<file path="src/rtl/gcd_req_gen_pkg.sv">
// Shared definitions for the GCD request generator: FSM encoding, LFSR
// polynomial and the default operand magnitude mask.
package gcd_req_gen_pkg;

  typedef enum logic [1:0] {
    ST_IDLE  = 2'd0,
    ST_RUN   = 2'd1,
    ST_DRAIN = 2'd2,
    ST_DONE  = 2'd3
  } state_t;

  localparam logic [31:0] LFSR_POLY       = 32'h8020_0003;
  localparam logic [31:0] DEFAULT_OP_MASK = 32'h0000_FFFF;

  // Right-shifting Galois step: the bit shifted out selects the feedback XOR.
  function automatic logic [31:0] lfsr_step(input logic [31:0] s);
    return (s >> 1) ^ (s[0] ? LFSR_POLY : 32'h0);
  endfunction

  function automatic logic [31:0] swap_halves(input logic [31:0] s);
    return {s[15:0], s[31:16]};
  endfunction

endpackage

</file>
<file path="src/rtl/gcd_lfsr32.sv">
// 32-bit Galois LFSR with synchronous load and advance enables; a zero seed
// is replaced by 1 so the register can never lock up in the all-zero state.
module gcd_lfsr32
  import gcd_req_gen_pkg::*;
(
  input  logic        clk,
  input  logic        reset_n,
  input  logic        i_load,
  input  logic [31:0] i_seed,
  input  logic        i_adv,
  output logic [31:0] o_state
);

  logic [31:0] r_state;
  logic [31:0] w_seed_safe;

  assign w_seed_safe = (i_seed == 32'h0) ? 32'h1 : i_seed;

  always_ff @(posedge clk or negedge reset_n) begin
    if (!reset_n) begin
      r_state <= 32'h1;
    end else if (i_load) begin
      r_state <= w_seed_safe;
    end else if (i_adv) begin
      r_state <= lfsr_step(r_state);
    end
  end

  assign o_state = r_state;

endmodule

</file>
<file path="src/rtl/gcd_req_gen.sv">
// Traffic generator for the GCD unit: issues LFSR operand pairs under an
// outstanding-request cap, retires results and accumulates a checksum.
module gcd_req_gen
  import gcd_req_gen_pkg::*;
#(
  parameter int          W       = 32,
  parameter int          CNT_W   = 16,
  parameter int          MAX_OUT = 2,
  parameter logic [31:0] OP_MASK = DEFAULT_OP_MASK
) (
  input  logic             clk,
  input  logic             reset_n,
  input  logic             start,
  input  logic [CNT_W-1:0] num_reqs,
  input  logic [31:0]      seed,
  output logic             busy,
  output logic             done,
  output logic             operands_val,
  output logic [W-1:0]     operands_bits_A,
  output logic [W-1:0]     operands_bits_B,
  input  logic             operands_rdy,
  input  logic             result_val,
  input  logic [W-1:0]     result_bits_data,
  output logic             result_rdy,
  output logic [CNT_W-1:0] sent_count,
  output logic [CNT_W-1:0] recv_count,
  output logic [W-1:0]     checksum
);

  localparam int OUT_W = 8;
  localparam logic [OUT_W-1:0] MAX_OUT_C = OUT_W'(MAX_OUT);

  state_t           r_state;
  logic             r_busy;
  logic             r_done;
  logic [CNT_W-1:0] r_target;
  logic [CNT_W-1:0] r_sent;
  logic [CNT_W-1:0] r_recv;
  logic [OUT_W-1:0] r_outst;
  logic [W-1:0]     r_checksum;

  logic             w_start_ok;
  logic             w_load;
  logic             w_active;
  logic             w_op_val;
  logic             w_res_rdy;
  logic             w_op_fire;
  logic             w_res_fire;
  logic [CNT_W-1:0] w_sent_nxt;
  logic [CNT_W-1:0] w_recv_nxt;
  logic             w_sent_last;
  logic             w_recv_last;
  logic [31:0]      w_lfsr;
  logic [31:0]      w_mask_a;
  logic [31:0]      w_mask_b;

  assign w_start_ok = start && ((r_state == ST_IDLE) || (r_state == ST_DONE));
  assign w_load     = w_start_ok && (num_reqs != '0);
  assign w_active   = (r_state == ST_RUN) || (r_state == ST_DRAIN);

  // Issue qualification looks only at registered state so operands_val
  // never depends combinationally on operands_rdy.
  assign w_op_val   = (r_state == ST_RUN) && (r_sent < r_target) && (r_outst < MAX_OUT_C);
  assign w_res_rdy  = w_active && (r_outst != '0);
  assign w_op_fire  = w_op_val && operands_rdy;
  assign w_res_fire = w_res_rdy && result_val;

  assign w_sent_nxt  = r_sent + CNT_W'(w_op_fire);
  assign w_recv_nxt  = r_recv + CNT_W'(w_res_fire);
  assign w_sent_last = w_op_fire && (w_sent_nxt == r_target);
  assign w_recv_last = w_res_fire && (w_recv_nxt == r_target);

  gcd_lfsr32 u_lfsr (
    .clk     (clk),
    .reset_n (reset_n),
    .i_load  (w_load),
    .i_seed  (seed),
    .i_adv   (w_op_fire),
    .o_state (w_lfsr)
  );

  assign w_mask_a = w_lfsr & OP_MASK;
  assign w_mask_b = swap_halves(w_lfsr) & OP_MASK;

  // Operand buses read zero whenever no pair is offered, so reset leaves
  // every output at 0 even though the LFSR itself resets to 1.
  assign operands_val    = w_op_val;
  assign operands_bits_A = w_op_val ? w_mask_a[W-1:0] : '0;
  assign operands_bits_B = w_op_val ? w_mask_b[W-1:0] : '0;
  assign result_rdy      = w_res_rdy;

  always_ff @(posedge clk or negedge reset_n) begin
    if (!reset_n) begin
      r_state    <= ST_IDLE;
      r_busy     <= 1'b0;
      r_done     <= 1'b0;
      r_target   <= '0;
      r_sent     <= '0;
      r_recv     <= '0;
      r_outst    <= '0;
      r_checksum <= '0;
    end else begin
      case (r_state)
        ST_IDLE, ST_DONE: begin
          if (w_start_ok) begin
            r_target   <= num_reqs;
            r_sent     <= '0;
            r_recv     <= '0;
            r_outst    <= '0;
            r_checksum <= '0;
            if (num_reqs != '0) begin
              r_state <= ST_RUN;
              r_busy  <= 1'b1;
              r_done  <= 1'b0;
            end else begin
              r_state <= ST_DONE;
              r_busy  <= 1'b0;
              r_done  <= 1'b1;
            end
          end
        end
        ST_RUN, ST_DRAIN: begin
          r_sent <= w_sent_nxt;
          r_recv <= w_recv_nxt;
          if (w_res_fire) begin
            r_checksum <= r_checksum + result_bits_data;
          end
          // Simultaneous issue and retire leave the outstanding count alone.
          case ({w_op_fire, w_res_fire})
            2'b10:   r_outst <= r_outst + 1'b1;
            2'b01:   r_outst <= r_outst - 1'b1;
            default: r_outst <= r_outst;
          endcase
          if (w_recv_last && ((r_state == ST_DRAIN) || w_sent_last)) begin
            r_state <= ST_DONE;
            r_busy  <= 1'b0;
            r_done  <= 1'b1;
          end else if ((r_state == ST_RUN) && w_sent_last) begin
            r_state <= ST_DRAIN;
          end
        end
        default: begin
          r_state <= ST_IDLE;
          r_busy  <= 1'b0;
          r_done  <= 1'b0;
        end
      endcase
    end
  end

  assign busy       = r_busy;
  assign done       = r_done;
  assign sent_count = r_sent;
  assign recv_count = r_recv;
  assign checksum   = r_checksum;

endmodule
</file>
<file path="config.mk">
export PLATFORM = sky130hd
export DESIGN_NAME = gcd_req_gen
export DESIGN_NICKNAME = d
export VERILOG_FILES = /design/src/rtl/gcd_req_gen_pkg.sv /design/src/rtl/gcd_lfsr32.sv /design/src/rtl/gcd_req_gen.sv
export SDC_FILE = /design/constraint.sdc
export NUM_CORES = 1
export LEC_CHECK = 0
export ABC_CLOCK_PERIOD_IN_PS = 5500
export BUFFER_PORTS_ARGS = -buffer_cell sky130_fd_sc_hd__buf_2
export CAP_MARGIN = 20
export CORE_AREA = 2 2 178 180
export CTS_CLUSTER_DIAMETER = 80
export DETAILED_ROUTE_END_ITERATION = 10
export DIE_AREA = 0 0 180 182
export HOLD_SLACK_MARGIN = 0.15
export REMOVE_ABC_BUFFERS = 1
export SYNTH_ARGS = -nofsm -noshare
export SYNTH_HDL_FRONTEND = slang
export SYNTH_HIERARCHICAL = 1
export SYNTH_SLANG_ARGS = --single-unit
</file>
<file path="constraint.sdc">
create_clock -name clk -period 5.5 [get_ports clk]
set_clock_uncertainty 0.05 [all_clocks]
set_input_delay 0 -clock clk [delete_from_list [all_inputs] [get_ports clk]]
set_output_delay 0 -clock clk [all_outputs]
set_load 0.01 [all_outputs]
</file>
== Word level (Yosys, flattened, before mapping) ==
Index checks and enable logic that the tools add are counted.

* Order comparisons: 2
* $add $sub $neg: 5
* Bitwise gates (word level): 1
* Equal/unequal tests: 12
* Reduce and logical (&&, ||, !) cells: 26
* Multiplexer cells: 28

{| class="wikitable"
|+ Operators by type and width
! cell !! count
|-
| $mux 32 || 6
|-
| $pmux 16 s2 || 2
|-
| $pmux 32 s2 || 1
|-
| $mux 16 || 3
|-
| $add 16x1->16 || 2
|-
| $add 32x32->32 || 1
|-
| $eq 16x16->1 || 2
|-
| $logic_not 32->1 || 1
|-
| $pmux 8 s2 || 2
|-
| $xor 31x32->32 || 1
|-
| $lt 16x16->1 || 1
|-
| $reduce_bool 16->1 || 1
|-
| $logic_and 1x1->1 || 11
|-
| $reduce_and 2->1 || 5
|-
| $add 8x1->8 const B || 1
|-
| $lt 8x2->1 const B || 1
|-
| $mux 2 || 4
|-
| $mux 8 || 1
|-
| $reduce_bool 8->1 || 1
|-
| $sub 8x1->8 const B || 1
|-
| $eq 2x2->1 const B || 3
|-
| $mux 1 || 6
|-
| $ne 2x2->1 const B || 3
|-
| $eq 2x1->1 const B || 2
|-
| 8 further kinds || 12
|}

* Word-level logic and storage cells: 83
* Bits of input ports: 85
* Register bits after elaboration: 124

== Depth between registers and ports, before layout ==
* Depth in word-level cells: 11
* Gate-level depth with buffers: 21
* Depth with buffers taken out: 21

== Cells and area by module ==
The synthesis kept the hierarchy.

{| class="wikitable"
|+ Modules (own cells, without submodules)
! module !! cells an instance !! area each (um2) !! instances
|-
| gcd_req_gen || 864 || 7493.4 || 1
|-
| gcd_lfsr32 || 155 || 1595.3 || 1
|}

== Least setup slack after synthesis ==
Ideal clock, no wire load.

* Path kind: reg-to-reg
* Start: reg r_target[9]
* End: reg r_state[1]
* Buffers on the path: 0
* Path slack: 1.177 ns
* Arrival: 4.208 ns
* Data required time: 5.384 ns
* Setup time: 0.066 ns
* Cell stages (with the launch flop): 21
* Path through: dfrtp_1 > inv_1 > ha_1 > a2111oi_0 > o21ai_0 > a21oi_1 > o21ai_0 > a21oi_2 > nand2_1 > inv_1 > ha_1 > ha_1 > nand2_1 > nor4_1 > nand4_1 > xor2_1 > xnor2_1 > nor4_1 > a41oi_1 > o21ai_2 > o31a_1

* Longest elaborated chain between the ends: 11
* Elaborated cells on any way between the ends: 16

{| class="wikitable"
|+ RTL lines
! what !! line !! text
|-
| start: declaration || gcd_req_gen.sv:36 || <nowiki>logic [CNT_W-1:0] r_target;</nowiki>
|-
| start signal: assignment || gcd_req_gen.sv:106 || <nowiki>r_target <= num_reqs;</nowiki>
|-
| $lt 16x16->1 (*) || gcd_req_gen.sv:63 || <nowiki>assign w_op_val = (r_state == ST_RUN) && (r_sent < r_target) && (r_outst < MAX_OUT_C);</nowiki>
|-
| $logic_and 1x1->1 (*) (2 in series) || gcd_req_gen.sv:63 ||
|-
| $logic_and 1x1->1 (*) || gcd_req_gen.sv:65 || <nowiki>assign w_op_fire = w_op_val && operands_rdy;</nowiki>
|-
| net w_op_fire || gcd_req_gen.sv:47 || <nowiki>logic w_op_fire;</nowiki>
|-
| $add 16x1->16 || gcd_req_gen.sv:68 || <nowiki>assign w_sent_nxt = r_sent + CNT_W'(w_op_fire);</nowiki>
|-
| $eq 16x16->1 || gcd_req_gen.sv:70 || <nowiki>assign w_sent_last = w_op_fire && (w_sent_nxt == r_target);</nowiki>
|-
| $logic_and 1x1->1 (*) || gcd_req_gen.sv:70 ||
|-
| $logic_or 1x1->1 || gcd_req_gen.sv:134 || <nowiki>if (w_recv_last && ((r_state == ST_DRAIN) || w_sent_last)) begin</nowiki>
|-
| $logic_and 1x1->1 || gcd_req_gen.sv:134 ||
|-
| $mux 2 or $ne 3x3->1 (tied branches) || -- ||
|-
| $pmux 2 s2 or $reduce_and 2->1 (tied branches) || -- ||
|-
| end signal: assignment || gcd_req_gen.sv:112 || <nowiki>r_state <= ST_RUN;</nowiki>
|-
| end signal: assignment || gcd_req_gen.sv:135 || <nowiki>r_state <= ST_DONE;</nowiki>
|-
| end signal: assignment || gcd_req_gen.sv:139 || <nowiki>r_state <= ST_DRAIN;</nowiki>
|-
| end: declaration || gcd_req_gen.sv:33 || <nowiki>state_t r_state;</nowiki>
|}

Mark *: on every way through the listed nets, which the timed path passes. The rest lies on a longest branch.
A chain may end at the register's enable or synchronous reset.

== Final worst setup path ==
* Start: reg r_target[9]
* End: reg r_outst[7]

* Longest elaborated chain between the ends: 7
* Elaborated cells on any way between the ends: 10

{| class="wikitable"
|+ RTL lines
! what !! line !! text
|-
| $lt 16x16->1 (*) || gcd_req_gen.sv:63 ||
|-
| $logic_and 1x1->1 (*) (2 in series) || gcd_req_gen.sv:63 ||
|-
| $logic_and 1x1->1 (*) || gcd_req_gen.sv:65 ||
|-
| $eq 2x1->1 or $eq 2x2->1 (tied branches) || gcd_req_gen.sv:129 || <nowiki>case ({w_op_fire, w_res_fire})</nowiki>
|-
| $pmux 8 s2 or $ne 3x1->1 (tied branches) || -- ||
|-
| $pmux 8 s2 or $reduce_and 2->1 (tied branches) || -- ||
|-
| end signal: assignment || gcd_req_gen.sv:130 || <nowiki>2'b10: r_outst <= r_outst + 1'b1;</nowiki>
|-
| end signal: assignment || gcd_req_gen.sv:131 || <nowiki>2'b01: r_outst <= r_outst - 1'b1;</nowiki>
|-
| end signal: assignment || gcd_req_gen.sv:132 || <nowiki>default: r_outst <= r_outst;</nowiki>
|-
| end: declaration || gcd_req_gen.sv:39 || <nowiki>logic [OUT_W-1:0] r_outst;</nowiki>
|}

Every way passes the cells marked *; elsewhere a longest branch is shown, timed or not.

==> results.sh <==
export IMPL_worstSetupEndpointType="flop"
export IMPL_drt_iter0_drc=389
export IMPL_fin_crit_sh_pct=90.7
export IMPL_grt_start_max_net_pins=75
export IMPL_place_congestion=0.841
export IMPL_cts_root_buf="clkbuf_16"
export IMPL_cp_required_ns=5.75
export IMPL_synth_area_per_cell_um2=8.92
export IMPL_nFillCells=3110
export IMPL_postRouteAntennaNets=0
export IMPL_status="completed"
export IMPL_synth_edf_count=0
export IMPL_post_drt_wl_per_cell_um=15.8
export IMPL_final_hold_violation_count=0
export IMPL_p_leak_nw=5.32
export IMPL_ys_seq_area_share_pct=34.2
export IMPL_drc=0
export IMPL_grt_use_total_pct=16.1
export IMPL_cts_sinks=124
export IMPL_grt_pass1_wl_um=42600
export IMPL_power_frac_seq_pct=29.6
export IMPL_rr_startpoint="r_target[9]"
export IMPL_start_util_pct=29.3
export IMPL_p_int_mw=3.12
export IMPL_postSynthCellCount=1019
export IMPL_clkPwrFrac_pct=20.2
export IMPL_yosysWarningCount=6
export IMPL_grt_ovfl_total=0
export IMPL_relSlewSlack_pct=48.4
export IMPL_post_drt_via_cell_ratio=4.96
export IMPL_slew_viol_final=0
export IMPL_core_area_um2=31000
export IMPL_yosysUniqueCellTypes=79
export IMPL_final_nets=1412
export IMPL_antenna_found_initial=0
export IMPL_layout_common_cells="183 x buf_2, 123 x dfrtp_1, 111 x nand2_1, 89 x dlygate4sd3_1, 80 x o21ai_0"
export IMPL_p_switching_mw=2.36
export IMPL_cts_tree="yes"
export IMPL_crit_fanout=36
export IMPL_cts_buffers=17
export IMPL_drt_total_wl_um=26500
export IMPL_finalSetupTns_ns=0
export IMPL_synth_seq_cells=124
export IMPL_cts_setup_buffers=0
export IMPL_insertion_delay_ns=0.43
export IMPL_tightest_slew_ns=0.773
export IMPL_num_vias=8340
export IMPL_area_delta_synth_final_pct=28.5
export IMPL_die_w_um=180
export IMPL_synth_flop_cell="dfrtp_1"
export IMPL_rsz0062_at_grt="false"
export IMPL_grt_pass1_vias=8171
export IMPL_synthArstFlopShare_pct=100
export IMPL_row_count=65
export IMPL_period_needed_ns=4.99
export IMPL_drive_gt1_share_pct=20.9
export IMPL_syn_area_um2=9090
export IMPL_r2r_end="r_outst[7]"
export IMPL_pwr_share_comb_pct=50.2
export IMPL_fin_cells=1681
export IMPL_setup_viol=0
export IMPL_dpl_cell_count=1560
export IMPL_hold_class="input port to asynchronous set/reset pin"
export IMPL_p_total_mw=5.48
export IMPL_fmax_mhz=200
export IMPL_hpwlAfterDp_um=18300
export IMPL_dr_pass1_iters=5
export IMPL_path_class="flop to flop"
export IMPL_start_kind="flop"
export IMPL_htreeDepth=4
export IMPL_die_h_um=182
export IMPL_p_sw_share_pct=43.0
export IMPL_final_common_cell="buf_2"
export IMPL_path_clk_slew_ns=0.06
export IMPL_cellPowerDensity_nw_per_um2=469
export IMPL_ir_drop_mv=0.197
export IMPL_dieArea_um2=32800
export IMPL_whs_ns=0.140
export IMPL_cts_buffer_depth=2
export IMPL_r2r_setup_slack_ns=0.51
export IMPL_reg2reg_depth=21
export IMPL_arrival_ns=5.24
export IMPL_antenna_cells=0
export IMPL_num_io_pins=217
export IMPL_maxCapViolCount=0
export IMPL_portBuffers=184
## per-stage QoR
step	setup slack (ns)	util, %	instance area (um^2)
floorplan	-0.478	-	8710
CTS	0.368	37.7	11700
detailed placement	0.507	33.0	10200
global route	0.00701	37.7	11700
finish	0.511	37.7	11700
global placement	0.624	33.0	10200
## sequential cells by signal (all words and copies together) (netlist names)
register        count
checksum           32
busy                1
r_outst             8
recv_count         16
done                1
u_lfsr/o_state     32
sent_count         16
r_target           16
r_state             2
## Yosys cell counts, types with 7 or more instances
| master | number | area, um^2 |
|---|---|---|
| a21o_1 | 14 | 105 |
| a21oi_1 | 42 | 210 |
| a31oi_1 | 10 | 62.6 |
| and2_1 | 34 | 213 |
| buf_4 | 34 | 255 |
| clkbuf_1 | 38 | 143 |
| dfrtp_1 | 123 | 3080 |
| ha_1 | 59 | 738 |
| inv_1 | 41 | 154 |
| mux2_2 | 16 | 180 |
| mux2i_1 | 40 | 400 |
| nand2_1 | 113 | 424 |
| nand2b_1 | 9 | 56.3 |
| nand3_1 | 55 | 275 |
| nand4_1 | 9 | 56.3 |
| nor2_1 | 28 | 105 |
| nor2b_1 | 7 | 43.8 |
| nor3_1 | 8 | 40.0 |
| nor4_1 | 18 | 113 |
| o21a_1 | 12 | 90.1 |
| o21ai_0 | 80 | 400 |
| o21bai_1 | 8 | 60.1 |
| o22ai_1 | 31 | 194 |
| xnor2_1 | 53 | 464 |
| xor2_1 | 28 | 245 |
## kinds of logic (layout without fill, tap and decap cells)
logic type               Yosys count  after routing  share of synthesized area, %
multiplexers                      56             56                          6.39
adder cells (fa/ha/maj)           61             61                          8.56
AO/OA/AOI/OAI                    250            250                          17.3
flip-flops                       124            124                          34.2
AND/OR/NAND/NOR                  320            320                          18.6
XOR/XNOR                          81             81                          7.81
buffers and inverters            126            355                          7.14
other                              1             32                        0.0413
## power groups by stage
stage / Clock, mW / Combinational, mW / Sequential (mW)
4_1_cts: 1.15 / 2.75 / 1.62
3_5_place_dp: 0 / 2.62 / 1.63
2_1_floorplan: 0 / 1.82 / 1.59
6_report: 1.11 / 2.75 / 1.62
5_1_grt: 1.19 / 3.09 / 1.68
3_3_place_gp: 0 / 2.58 / 1.62
## how the worst max path moves through the flow
stage / depth (start not counted) / from / endpoint / slack, ns
floorplan: 15 / r_state[1] / r_state[1] / -0.48
global placement: 20 / r_target[9] / r_state[1] / 0.62
detailed placement: 20 / r_target[9] / r_state[0] / 0.51
CTS: 21 / r_target[9] / r_outst[7] / 0.37
global route: 21 / r_target[9] / r_outst[7] / 0.007
finish: 21 / r_target[9] / r_outst[7] / 0.51
## critical path: stages (launching register included)
cell and delay [ns]:
dfrtp_1 0.42, inv_1 0.10, ha_1 0.29, a2111oi_1 0.42, o21ai_0 0.16, a21oi_1 0.14, o21ai_0 0.14, a21oi_2 0.18
buf_6 0.25, a21o_1 0.18, inv_1 0.14, ha_1 0.30, a21o_1 0.17, a21oi_1 0.23, o21bai_1 0.10, a21oi_1 0.22
o21bai_1 0.11, a211oi_1 0.32, nor3b_1 0.08, a31oi_1 0.17, o211ai_1 0.09, dlygate4sd3_1 0.58
## layout make-up
type	instances	area [um^2]	area share, %
timing repair buffer	282	1890	16.2
clock inverter	15	139	1.19
clock buffer	17	425	3.64
inverter	41	154	1.32
multi-input combinational	800	5470	46.8
tap	402	503	4.31
sequential	124	3100	26.6
## metal layers
layer	GRT usage [%]	part of all wire (%)
met5	0	0
met4	5.98	2.5
met2	27.0	49
met1	20.5	45
met3	2.91	4.2
## repair_timing
action	4_1_cts	5_1_grt
resized for setup	0	3
hold buffers	89	0
hold endpoints to repair	190	0
setup endpoints to repair	0	5
No activity file was read; power rests on OpenSTA's default activity.
